$ cat src/rtl/i2c_slave_ctrl.sv
// I2C target controller: fixed 7-bit address, register-pointer byte, then
// auto-incrementing register writes/reads over a simple register bus.
module i2c_slave_ctrl #(
    parameter logic [6:0] SLAVE_ADDR = 7'h50,
    parameter int         AWIDTH     = 8,
    parameter int         DWIDTH     = 8
) (
    input  logic              Clk,
    input  logic              Rst,
    output logic [AWIDTH-1:0] RegAddr,
    output logic [DWIDTH-1:0] RegWrData,
    output logic              RegWr,
    input  logic [DWIDTH-1:0] RegRdData,
    output logic              Busy,
    input  logic              SclPadIn,
    input  logic              SdaPadIn,
    output logic              SdaPadOut,
    output logic              SdaPadEn
);

    localparam logic [3:0] IDLE     = 4'd0;
    localparam logic [3:0] DEV_ADDR = 4'd1;
    localparam logic [3:0] DEV_ACK  = 4'd2;
    localparam logic [3:0] PTR      = 4'd3;
    localparam logic [3:0] PTR_ACK  = 4'd4;
    localparam logic [3:0] WR_DATA  = 4'd5;
    localparam logic [3:0] WR_ACK   = 4'd6;
    localparam logic [3:0] RD_DATA  = 4'd7;
    localparam logic [3:0] RD_ACK   = 4'd8;
    localparam logic [3:0] IGNORE   = 4'd9;

    localparam logic [AWIDTH-1:0] PTR_ONE = {{(AWIDTH-1){1'b0}}, 1'b1};

    logic       scl_meta, scl_sync, scl_hist;
    logic       sda_meta, sda_sync, sda_hist;
    logic       scl_rise, scl_fall, start_det, stop_det;
    logic [3:0] state;
    logic [3:0] bit_cnt;
    logic [6:0] shift;
    logic [7:0] byte_in;
    logic [7:0] tx;
    logic       rw;
    logic       inc_pending;

    assign SdaPadOut = 1'b0;

    assign scl_rise  = scl_sync & ~scl_hist;
    assign scl_fall  = ~scl_sync & scl_hist;
    assign start_det = ~sda_sync & sda_hist & scl_sync;
    assign stop_det  = sda_sync & ~sda_hist & scl_sync;
    assign byte_in   = {shift, sda_sync};

    // Pad synchronizers plus one history stage; reset to the idle-bus level.
    always_ff @(posedge Clk or posedge Rst) begin
        if (Rst) begin
            scl_meta <= 1'b1;
            scl_sync <= 1'b1;
            scl_hist <= 1'b1;
            sda_meta <= 1'b1;
            sda_sync <= 1'b1;
            sda_hist <= 1'b1;
        end else begin
            scl_meta <= SclPadIn;
            scl_sync <= scl_meta;
            scl_hist <= scl_sync;
            sda_meta <= SdaPadIn;
            sda_sync <= sda_meta;
            sda_hist <= sda_sync;
        end
    end

    // Protocol FSM; START/STOP override any bit-level event in the same cycle.
    always_ff @(posedge Clk or posedge Rst) begin
        if (Rst) begin
            state       <= IDLE;
            bit_cnt     <= 4'd0;
            shift       <= 7'd0;
            tx          <= 8'hFF;
            rw          <= 1'b0;
            inc_pending <= 1'b0;
            RegAddr     <= {AWIDTH{1'b0}};
            RegWrData   <= {DWIDTH{1'b0}};
            RegWr       <= 1'b0;
            Busy        <= 1'b0;
            SdaPadEn    <= 1'b1;
        end else begin
            RegWr       <= 1'b0;
            inc_pending <= 1'b0;
            if (inc_pending) begin
                RegAddr <= RegAddr + PTR_ONE;
            end
            if (stop_det) begin
                state    <= IDLE;
                bit_cnt  <= 4'd0;
                Busy     <= 1'b0;
                SdaPadEn <= 1'b1;
            end else if (start_det) begin
                state    <= DEV_ADDR;
                bit_cnt  <= 4'd0;
                SdaPadEn <= 1'b1;
            end else begin
                case (state)
                    IDLE: begin
                        SdaPadEn <= 1'b1;
                    end
                    DEV_ADDR, PTR, WR_DATA: begin
                        if (scl_rise) begin
                            shift <= byte_in[6:0];
                            if (bit_cnt == 4'd7) begin
                                bit_cnt <= 4'd8;
                                if (state == DEV_ADDR) begin
                                    if (byte_in[7:1] == SLAVE_ADDR) begin
                                        state <= DEV_ACK;
                                        Busy  <= 1'b1;
                                        rw    <= byte_in[0];
                                    end else begin
                                        state <= IGNORE;
                                    end
                                end else if (state == PTR) begin
                                    RegAddr <= byte_in[AWIDTH-1:0];
                                    state   <= PTR_ACK;
                                end else begin
                                    RegWrData   <= byte_in;
                                    RegWr       <= 1'b1;
                                    inc_pending <= 1'b1;
                                    state       <= WR_ACK;
                                end
                            end else begin
                                bit_cnt <= bit_cnt + 4'd1;
                            end
                        end
                    end
                    DEV_ACK, PTR_ACK, WR_ACK: begin
                        // First fall after the 8th rise drives ACK; the 9th fall ends it.
                        if (scl_rise) begin
                            bit_cnt <= 4'd9;
                        end else if (scl_fall) begin
                            if (bit_cnt == 4'd9) begin
                                bit_cnt <= 4'd0;
                                if (state == DEV_ACK && rw) begin
                                    tx       <= {RegRdData[6:0], 1'b1};
                                    SdaPadEn <= RegRdData[7];
                                    state    <= RD_DATA;
                                end else if (state == DEV_ACK) begin
                                    SdaPadEn <= 1'b1;
                                    state    <= PTR;
                                end else begin
                                    SdaPadEn <= 1'b1;
                                    state    <= WR_DATA;
                                end
                            end else begin
                                SdaPadEn <= 1'b0;
                            end
                        end
                    end
                    RD_DATA: begin
                        if (scl_rise) begin
                            bit_cnt <= bit_cnt + 4'd1;
                        end else if (scl_fall) begin
                            if (bit_cnt == 4'd8) begin
                                SdaPadEn <= 1'b1;
                                state    <= RD_ACK;
                            end else begin
                                SdaPadEn <= tx[7];
                                tx       <= {tx[6:0], 1'b1};
                            end
                        end
                    end
                    RD_ACK: begin
                        if (scl_rise) begin
                            RegAddr <= RegAddr + PTR_ONE;
                            if (!sda_sync) begin
                                bit_cnt <= 4'd9;
                            end else begin
                                state <= IGNORE;
                                Busy  <= 1'b0;
                            end
                        end else if (scl_fall && bit_cnt == 4'd9) begin
                            bit_cnt  <= 4'd0;
                            tx       <= {RegRdData[6:0], 1'b1};
                            SdaPadEn <= RegRdData[7];
                            state    <= RD_DATA;
                        end
                    end
                    IGNORE: begin
                        SdaPadEn <= 1'b1;
                    end
                    default: begin
                        state    <= IDLE;
                        SdaPadEn <= 1'b1;
                    end
                endcase
            end
        end
    end

endmodule

$ cat config.mk
export PLATFORM = sky130hd
export DESIGN_NAME = i2c_slave_ctrl
export DESIGN_NICKNAME = d
export VERILOG_FILES = /design/src/rtl/i2c_slave_ctrl.sv
export SDC_FILE = /design/constraint.sdc
export NUM_CORES = 1
export LEC_CHECK = 0
export CAP_MARGIN = 20
export CORE_MARGIN = 5
export CORE_UTILIZATION = 60
export CTS_CLUSTER_DIAMETER = 60
export DETAILED_ROUTE_END_ITERATION = 16
export GPL_TIMING_DRIVEN = 0
export PLACE_DENSITY = 0.89
export SLEW_MARGIN = 30
export SYNTH_ARGS = -nofsm -noshare
export SYNTH_HDL_FRONTEND = slang
export SYNTH_SLANG_ARGS = --single-unit
$ cat constraint.sdc
create_clock -name Clk -period 3.8 [get_ports Clk]
set_input_delay 0.76 -clock Clk [delete_from_list [all_inputs] [get_ports Clk]]
set_output_delay 0.76 -clock Clk [all_outputs]
set_load 0.01 [all_outputs]
Yosys cells after proc, flatten, opt, wreduce, memory -nomap -nowiden
Cells that the tools add are included.
{ "classes": {"mux": 78, "addsub": 2, "n_eq_ne": 47, "bitwise": 14, "n_reduce_logical": 17} }
{ "ops": {"columns": ["op", "count"], "rows": [
  ["$mux W8", 17],
  ["$mux W4", 26],
  ["$ne A4 B4 Y1 const B", 11],
  ["$reduce_and A7 Y1", 4],
  ["$mux W1", 26],
  ["$ne A5 B5 Y1 const B", 5],
  ["$pmux W8 S3", 1],
  ["$ne A3 B3 Y1 const B", 7],
  ["$eq A4 B3 Y1 const B", 5],
  ["$pmux W4 S5", 1],
  ["$ne A2 B2 Y1 const B", 9],
  ["$eq A4 B4 Y1 const B", 4],
  ["$pmux W4 S4", 1],
  ["$pmux W8 S2", 1],
  ["$reduce_and A12 Y1", 1],
  ["$reduce_and A11 Y1", 1],
  ["$add A8 B1 Y8 const B", 1],
  ["$eq A4 B2 Y1 const B", 2],
  ["$not A1 Y1", 8],
  ["$reduce_and A8 Y1", 1],
  ["$eq A7 B7 Y1 const B", 1],
  ["$and A1 B1 Y1", 6],
  ["$mux W3", 2],
  ["$reduce_bool A3 Y1", 2],
  ["other kinds (13)", 15]
]} }
{ "totals": {"ff_bits": 49, "output_inout_bits": 20, "input_bits": 12} }

Logic depth before layout (Yosys ltp)
Gate-level depths: netlist (run 1).
{ "depth": {"word_depth": 9, "mapped_depth": 8} }

Least setup slack after synthesis (run 1)
No wires, ideal clock.
{ "synth_timing": {"path_type": "flip-flop to flip-flop", "startpoint": "reg scl_sync", "endpoint": "reg state[0]", "slack_ns": 1.631, "period_less_slack_ns": 2.169, "arrival_time_ns": 2.045, "required_time_ns": 3.675, "path_stages_with_launch": 6, "path_buffers": 1, "cell_sequence": "dfstp_2 > ha_1 > clkbuf_1 > o21ai_0 > o221ai_1 > mux2_2"} }
{ "synth_between": {"elab_chain_cells": 5, "elab_cells_between_ends": 22, "classes_between": "eq/ne (11); mux (4); bitwise (5); reduce/logical (2)"} }
{ "synth_lines": {"columns": ["item", "line", "source"], "rows": [
  ["start, declared", "34", "logic scl_meta, scl_sync, scl_hist;"],
  ["start signal, assigned", "64", "scl_sync <= scl_meta;"],
  ["$and A1 B1 Y1 / $not A1 Y1 (equally long branches)", "47, 48", null],
  ["$mux W4 / $and A1 B1 Y1 (equally long branches)", "170, 48", null],
  ["$pmux W4 S5 / $logic_and A1 B1 Y1 (equally long branches)", "102, 178", null],
  ["$mux W4 / $ne A5 B5 Y1 (equally long branches)", null, null],
  ["$mux W4 / $reduce_and A11 Y1 (equally long branches)", null, null],
  ["end signal, assigned", "93", "state <= IDLE;"],
  ["end signal, assigned", "98", "state <= DEV_ADDR;"],
  ["end signal, assigned", "175", "state <= IGNORE;"],
  ["end, declared", "37", "logic [3:0] state;"]
]} }
Several ways; a longest one is shown, not always the timed one.
A chain may end at the register's enable or synchronous reset.

Final worst setup path (run 1)
Ends and elaborated chain as after synthesis.

==> results of run 1 <==
logic make-up after synthesis:
| family | synth area share, % |
|---|---|
| compound gates | 17.3 |
| xor+xnor | 3.26 |
| fa+ha+maj | 2.54 |
| buf+inv | 4.99 |
| flops | 41.2 |
| mux | 12.3 |
| other cells | 0.127 |
| simple gates | 18.2 |
sequential cells by signal, summed over array words and instances, names as in the netlist:
name         flops
inc_pending      1
SdaPadEn         1
rw               1
scl_sync         1
tx               7
sda_meta         1
scl_meta         1
Busy             1
state            4
bit_cnt          4
scl_hist         1
shift            7
RegAddr          8
sda_hist         1
RegWrData        8
sda_sync         1
cells in the final DEF, fill, tap and decap left out, types with 3 or more instances in the layout:
cell type	n
nand4b_1	3
nor3_1	11
o21ai_0	13
xor2_1	8
clkbuf_1	9
buf_2	4
nand3_1	4
o21a_1	3
a22oi_1	4
o22ai_1	6
mux2i_1	6
nand2b_1	4
ha_1	6
nor2_1	15
nand2_1	29
a21oi_1	10
inv_1	11
and2_1	3
dfstp_2	14
clkbuf_8	5
mux2_4	6
buf_4	3
nand4_1	4
nand3b_1	3
mux2_2	19
a211oi_1	5
xnor2_1	3
dfrtp_1	34
clkdlybuf4s50_1	30
metal layers:
metal	vias to the layer above	share of wire [%]
met5	-	0
met4	0	1.6
met3	15	7.0
met2	111	49
met1	1193	43
li1	1147	-
path summary, 6_finish.rpt:
kind | startpoint | end | depth (start not counted)
setup / recovery | scl_sync | state[0] | 5
hold reg to reg | scl_meta | scl_sync | 0
setup reg to reg | scl_sync | state[0] | 5
max in group asynchronous | Rst | sda_hist | 3
hold / removal | scl_meta | scl_sync | 0
min in group asynchronous | Rst | bit_cnt[3] | 2
power by group:
group	switching [W]	internal, W	total (W)
clock network	0.000174	0.000195	0.000369
registers	0.0000935	0.000636	0.000729
logic	0.000332	0.000290	0.000621
worst reg2reg max path, cell delays in order, from the launching register on:
cell and delay (ps):
dfstp_2 610, ha_1 350, clkbuf_1 520, o21ai_0 260, o221ai_1 530, mux2_2 390
per-stage QoR:
| step | power [W] | worst slack, ps | std cells | hold slack [ps] | util, % |
|---|---|---|---|---|---|
| global placement | 0.00132 | 1030 | 390 | 346 | 70.3 |
| detailed placement | 0.00134 | 1120 | 391 | 350 | 70.7 |
| floorplan | 0.00118 | 1630 | 293 | 345 | - |
| finish | 0.00172 | 1030 | 399 | 362 | 73.1 |
| CTS | 0.00172 | 1110 | 399 | 363 | 73.1 |
| global route | 0.00182 | 948 | 399 | 370 | 73.1 |
final cells by class:
cell class | instances | area, um2 | share of cell area [%]
Multi-Input combinational cell | 214 | 1590 | 45.8
Sequential cell | 48 | 1220 | 35.1
Timing Repair Buffer | 31 | 320 | 9.22
Buffer | 19 | 103 | 2.95
Tap cell | 67 | 83.8 | 2.41
Clock buffer | 5 | 68.8 | 1.98
Inverter | 12 | 45.0 | 1.30
Clock inverter | 3 | 42.5 | 1.22
==> results.py, run 1 <==
metrics = {
    "layout": {
        "syn_to_final_growth_pct": 17.4,
        "n_fill_cell": 378,
        "design_area_um2": 3470,
        "drive_gt1_share_pct": 20.5,
        "diodes": 0,
        "nets": 349,
    },
    "timing": {
        "drv_slew": 0,
        "grt_setup_unrepaired": "no",
        "hold_viol": 0,
        "fin_setup_tns_ps": 0,
        "worst_slew_margin_rel_pct": 51.2,
        "worstMarginPinSlew_ps": 733,
        "fin_crit_sh_pct": 72.9,
        "finalSetupViolCount": 0,
        "min_period_ps": 2770,
        "final.setup_skew_ps": 12.1,
        "fmax_mhz": 361,
    },
    "drt": {
        "ant_nets": 0,
        "drt_iter0_markers": 226,
        "wl_per_cell_um": 17.6,
        "wl_mm": 7.03,
        "routed_via_density": 6.18,
        "drc_errors": 0,
        "dr_total_vias": 2466,
        "dr.pass1.iters": 5,
    },
    "critical_path": {
        "critPathTopFamily": "compound AO/OA/AOI/OAI gates",
        "slowest_delay_ps": 610,
        "required_ps": 3990,
        "path_class": "flip-flop to flip-flop",
        "critPathCaptureType": "flip-flop",
        "path_buf_inv": 1,
        "critical_path_arrival_ps": 2960,
        "regToRegSetupSlack_ps": 1030,
        "worstPathCellList": "ha_1 -> clkbuf_1 -> o21ai_0 -> o221ai_1 -> mux2_2",
        "path_max_fanout": 10,
        "crit_path_start_kind": "flip-flop",
        "cp_slowest_cell": "dfstp_2",
    },
    "floorplan": {
        "die_h_um": 80.2,
        "dieArea_um2": 6430,
        "rows": 25,
        "fp.dieW_um": 80.2,
        "core_um2": 4750,
        "ios": 32,
        "initial_core_util_pct": 62.2,
    },
    "clock_network": {
        "holdBufCountCts": 0,
        "cts_tree": "yes",
        "cts_buffers": 5,
        "cts-resized-gates": 0,
        "htreeDepth": 2,
        "clkTransAtPathRegs_ps": 80,
        "cts.sinks": 48,
        "clock_path_buffers": 2,
        "worstSkewPairLatency_ps": 300,
        "post-cts-setup-buffers": 0,
        "cts_root_buf": "clkbuf_8",
    },
    "synth": {
        "synth_area_um2": 2960,
        "synth_top_area_share_pct": 28.8,
        "synthCells": 293,
        "yosysTopAreaCell": "dfrtp_1",
        "async_reset_ff_share_pct": 100,
        "synth.most_common_cell": "dfrtp_1",
        "ys_seq_elements": 48,
        "synth_nets": 311,
        "synth_ff_type": "dfrtp_1",
        "ys_types": 68,
        "synth-edff-count": 0,
        "synthTopCellsByArea": "dfrtp_1, dfstp_2, mux2_2",
        "yosysSeqAreaShare_pct": 41.2,
        "synth_common_cells": "dfrtp_1, nand2_1, mux2_2",
        "yosysWarnings": 0,
        "synth.avg_cell_area_um2": 10.1,
    },
    "global_routing": {
        "grt_first_pass_wirelength_mm": 12.0,
        "antenna_found_initial": 0,
        "grt_use_met3_pct": 5.38,
        "grt.met2_usage_pct": 38.4,
        "grt_use_total_pct": 23.6,
        "overflow": 0,
        "grt_util_met1_pct": 31.6,
        "grt_max_degree": 32,
        "grt_pass1_vias": 2410,
        "busiest_layer": "met2",
    },
    "job": {
        "drv_cap": 0,
    },
    "placed_design": {
        "post_dp_cell_area_um2": 3360,
        "portBuffers": 30,
        "dp_hpwl_mm": 5.07,
        "place.gp.congestion": 0.971,
    },
    "outcome": {
        "outcome": "finished, final reports clean",
    },
    "worst_hold_path": {
        "hp-class": "flip-flop to flip-flop",
    },
    "power_and_ir_drop": {
        "powerDensity_nw_per_um2": 495,
        "irDropWorstVdd_v": 0.000338,
        "leakagePower_nw": 1.45,
    },
}
Note: power is estimated with default switching activity, not from simulation.
==> run 2, diff against run 1 <==
- CORE_UTILIZATION: 60 -> 57
- PLACE_DENSITY: 0.89 -> 0.85
- clock period: 3.8 -> 2.7 ns (I/O delays scaled with it)
==> run 2 against run 1 <==
Compared with the run above: core utilization shrank 3.7 points; sequential share of layout area shrank 0.44 points; largest power group unchanged; clock skew grew 0.62 ps; critical path depth grew 2; register-to-register slack lost 900 ps; fmax grew 7.9%.
==> results.py, run 2 (synthesized netlist as in run 1, its figures left out) <==
metrics = {
    "critical_path": {
        "crit_path_start_kind": "flip-flop",
        "path_max_fanout": 10,
        "critPathCaptureType": "flip-flop",
        "path_class": "flip-flop to flip-flop",
        "critical_path_arrival_ps": 2760,
        "required_ps": 2900,
    },
    "timing": {
        "grt_setup_unrepaired": "no",
        "hold_viol": 0,
        "final.setup_skew_ps": 12.7,
        "fmax_mhz": 389,
        "fin_setup_tns_ps": 0,
        "worstMarginPinSlew_ps": 761,
        "fin_crit_sh_pct": 95.1,
        "worst_slew_margin_rel_pct": 49.2,
        "finalSetupViolCount": 0,
        "min_period_ps": 2570,
        "drv_slew": 0,
    },
    "clock_network": {
        "worstSkewPairLatency_ps": 310,
        "cts_root_buf": "clkbuf_8",
        "htreeDepth": 2,
        "cts_tree": "yes",
        "clock_path_buffers": 2,
        "holdBufCountCts": 0,
        "cts_buffers": 5,
        "clkTransAtPathRegs_ps": 90,
        "cts.sinks": 48,
    },
    "drt": {
        "wl_mm": 7.12,
        "drc_errors": 0,
        "dr.pass1.iters": 7,
        "routed_via_density": 6.04,
        "ant_nets": 0,
        "drt_iter0_markers": 215,
        "dr_total_vias": 2435,
        "wl_per_cell_um": 17.7,
    },
    "outcome": {
        "outcome": "finished, final reports clean",
    },
    "layout": {
        "drive_gt1_share_pct": 21.0,
        "nets": 350,
        "diodes": 0,
        "mostFrequentLayoutCells": "dfrtp_1, clkdlybuf4s50_1, nand2_1",
        "finish.utilization_pct": 69.3,
        "layout_commonest_cell": "dfrtp_1",
        "largestRegisters": "RegAddr: 8 flops, RegWrData: 8 flops",
        "syn_to_final_growth_pct": 18.9,
    },
    "floorplan": {
        "core_um2": 5070,
        "rows": 26,
        "fp.dieW_um": 82.0,
        "dieArea_um2": 6730,
        "ios": 32,
        "initial_core_util_pct": 58.3,
        "die_h_um": 82.0,
    },
    "job": {
        "drv_cap": 0,
    },
    "global_routing": {
        "antenna_found_initial": 0,
        "grt_pass1_vias": 2413,
        "grt_first_pass_wirelength_mm": 12.2,
        "grt_use_total_pct": 23.3,
        "grt_max_degree": 32,
        "overflow": 0,
    },
    "placed_design": {
        "portBuffers": 30,
        "place.gp.congestion": 0.921,
        "dp_hpwl_mm": 5.13,
    },
    "power_and_ir_drop": {
        "irDropWorstVdd_v": 0.000549,
        "power.total_w": 0.00253,
        "powerDensity_nw_per_um2": 719,
        "leakagePower_nw": 1.48,
    },
    "worst_hold_path": {
        "hp-class": "flip-flop to flip-flop",
    },
}
run 2: changes by cell type in the layout (fill, tap and decap cells not counted), sizes merged:
| cell | before | now |
|---|---|---|
| buf | 11 | 12 |
| bufinv | 1 | 2 |
| clkbuf | 14 | 15 |
| clkinv | 1 | 0 |
| clkinvlp | 1 | 0 |
run 2: cell type report:
type,count,area (um2)
clock inverter,2,60.1
tap,70,87.6
sequential,48,1220
fill,398,1560
buffer,19,105
timing repair buffer,32,328
multi-input combinational,214,1600
inverter,12,45.0
clock buffer,6,72.6
run 2: worst paths after layout:
path	slack, ps	cells after the start	end	start
max in group asynchronous	1570	3	sda_sync	Rst
setup / recovery	130	7	RegAddr[0]	scl_sync
setup reg to reg	130	7	RegAddr[0]	scl_sync
hold reg to reg	360	0	sda_sync	sda_meta
min in group asynchronous	550	2	state[2]	Rst
hold / removal	360	0	sda_sync	sda_meta
run 2: what timing repair did:
action	CTS	global route
resized for setup	0	5
buffers inserted	0	1
endpoints found under the setup margin	0	8
endpoints found under the hold margin	0	0
run 2: stage by stage:
| stage | hold WS (ps) | cell area [um2] | instances | worst slack [ps] |
|---|---|---|---|---|
| 3_5_place_dp | 352 | 3370 | 394 | 61.4 |
| 2_1_floorplan | 345 | 2960 | 293 | 531 |
| 5_1_grt | 369 | 3520 | 403 | 22.7 |
| 4_1_cts | 364 | 3500 | 402 | 61.9 |
| 3_3_place_gp | 346 | 3350 | 393 | 83.4 |
| 6_report | 362 | 3520 | 403 | 132 |
run 2: routing by layer:
| layer | vias to the layer above | global-route usage, % | wire length (um) | part of all wire (%) |
|---|---|---|---|---|
| met1 | 1189 | 33.2 | 3400 | 48 |
| met3 | 9 | 4.06 | 347 | 4.9 |
| met4 | 0 | 5.32 | 93 | 1.3 |
| li1 | 1151 | - | - | - |
| met5 | - | 0 | 0 | 0 |
| met2 | 86 | 37.0 | 3280 | 46 |
run 2: critical path: stages (launching register included):
cell,delay (ps)
dfstp_2,610
ha_1,310
nand4b_1,230
nor3_1,290
clkbuf_1,410
nand2_1,100
a221o_1,300
a32o_1,200
run 2: where the power goes:
| part | total (W) | leakage (nW) | switching [W] | internal [W] |
|---|---|---|---|---|
| logic | 0.000876 | 0.797 | 0.000465 | 0.000411 |
| registers | 0.00103 | 0.613 | 0.000136 | 0.000894 |
| clock network | 0.000622 | 0.0654 | 0.000252 | 0.000370 |
| total | 0.00253 | 1.48 | 0.000853 | 0.00168 |
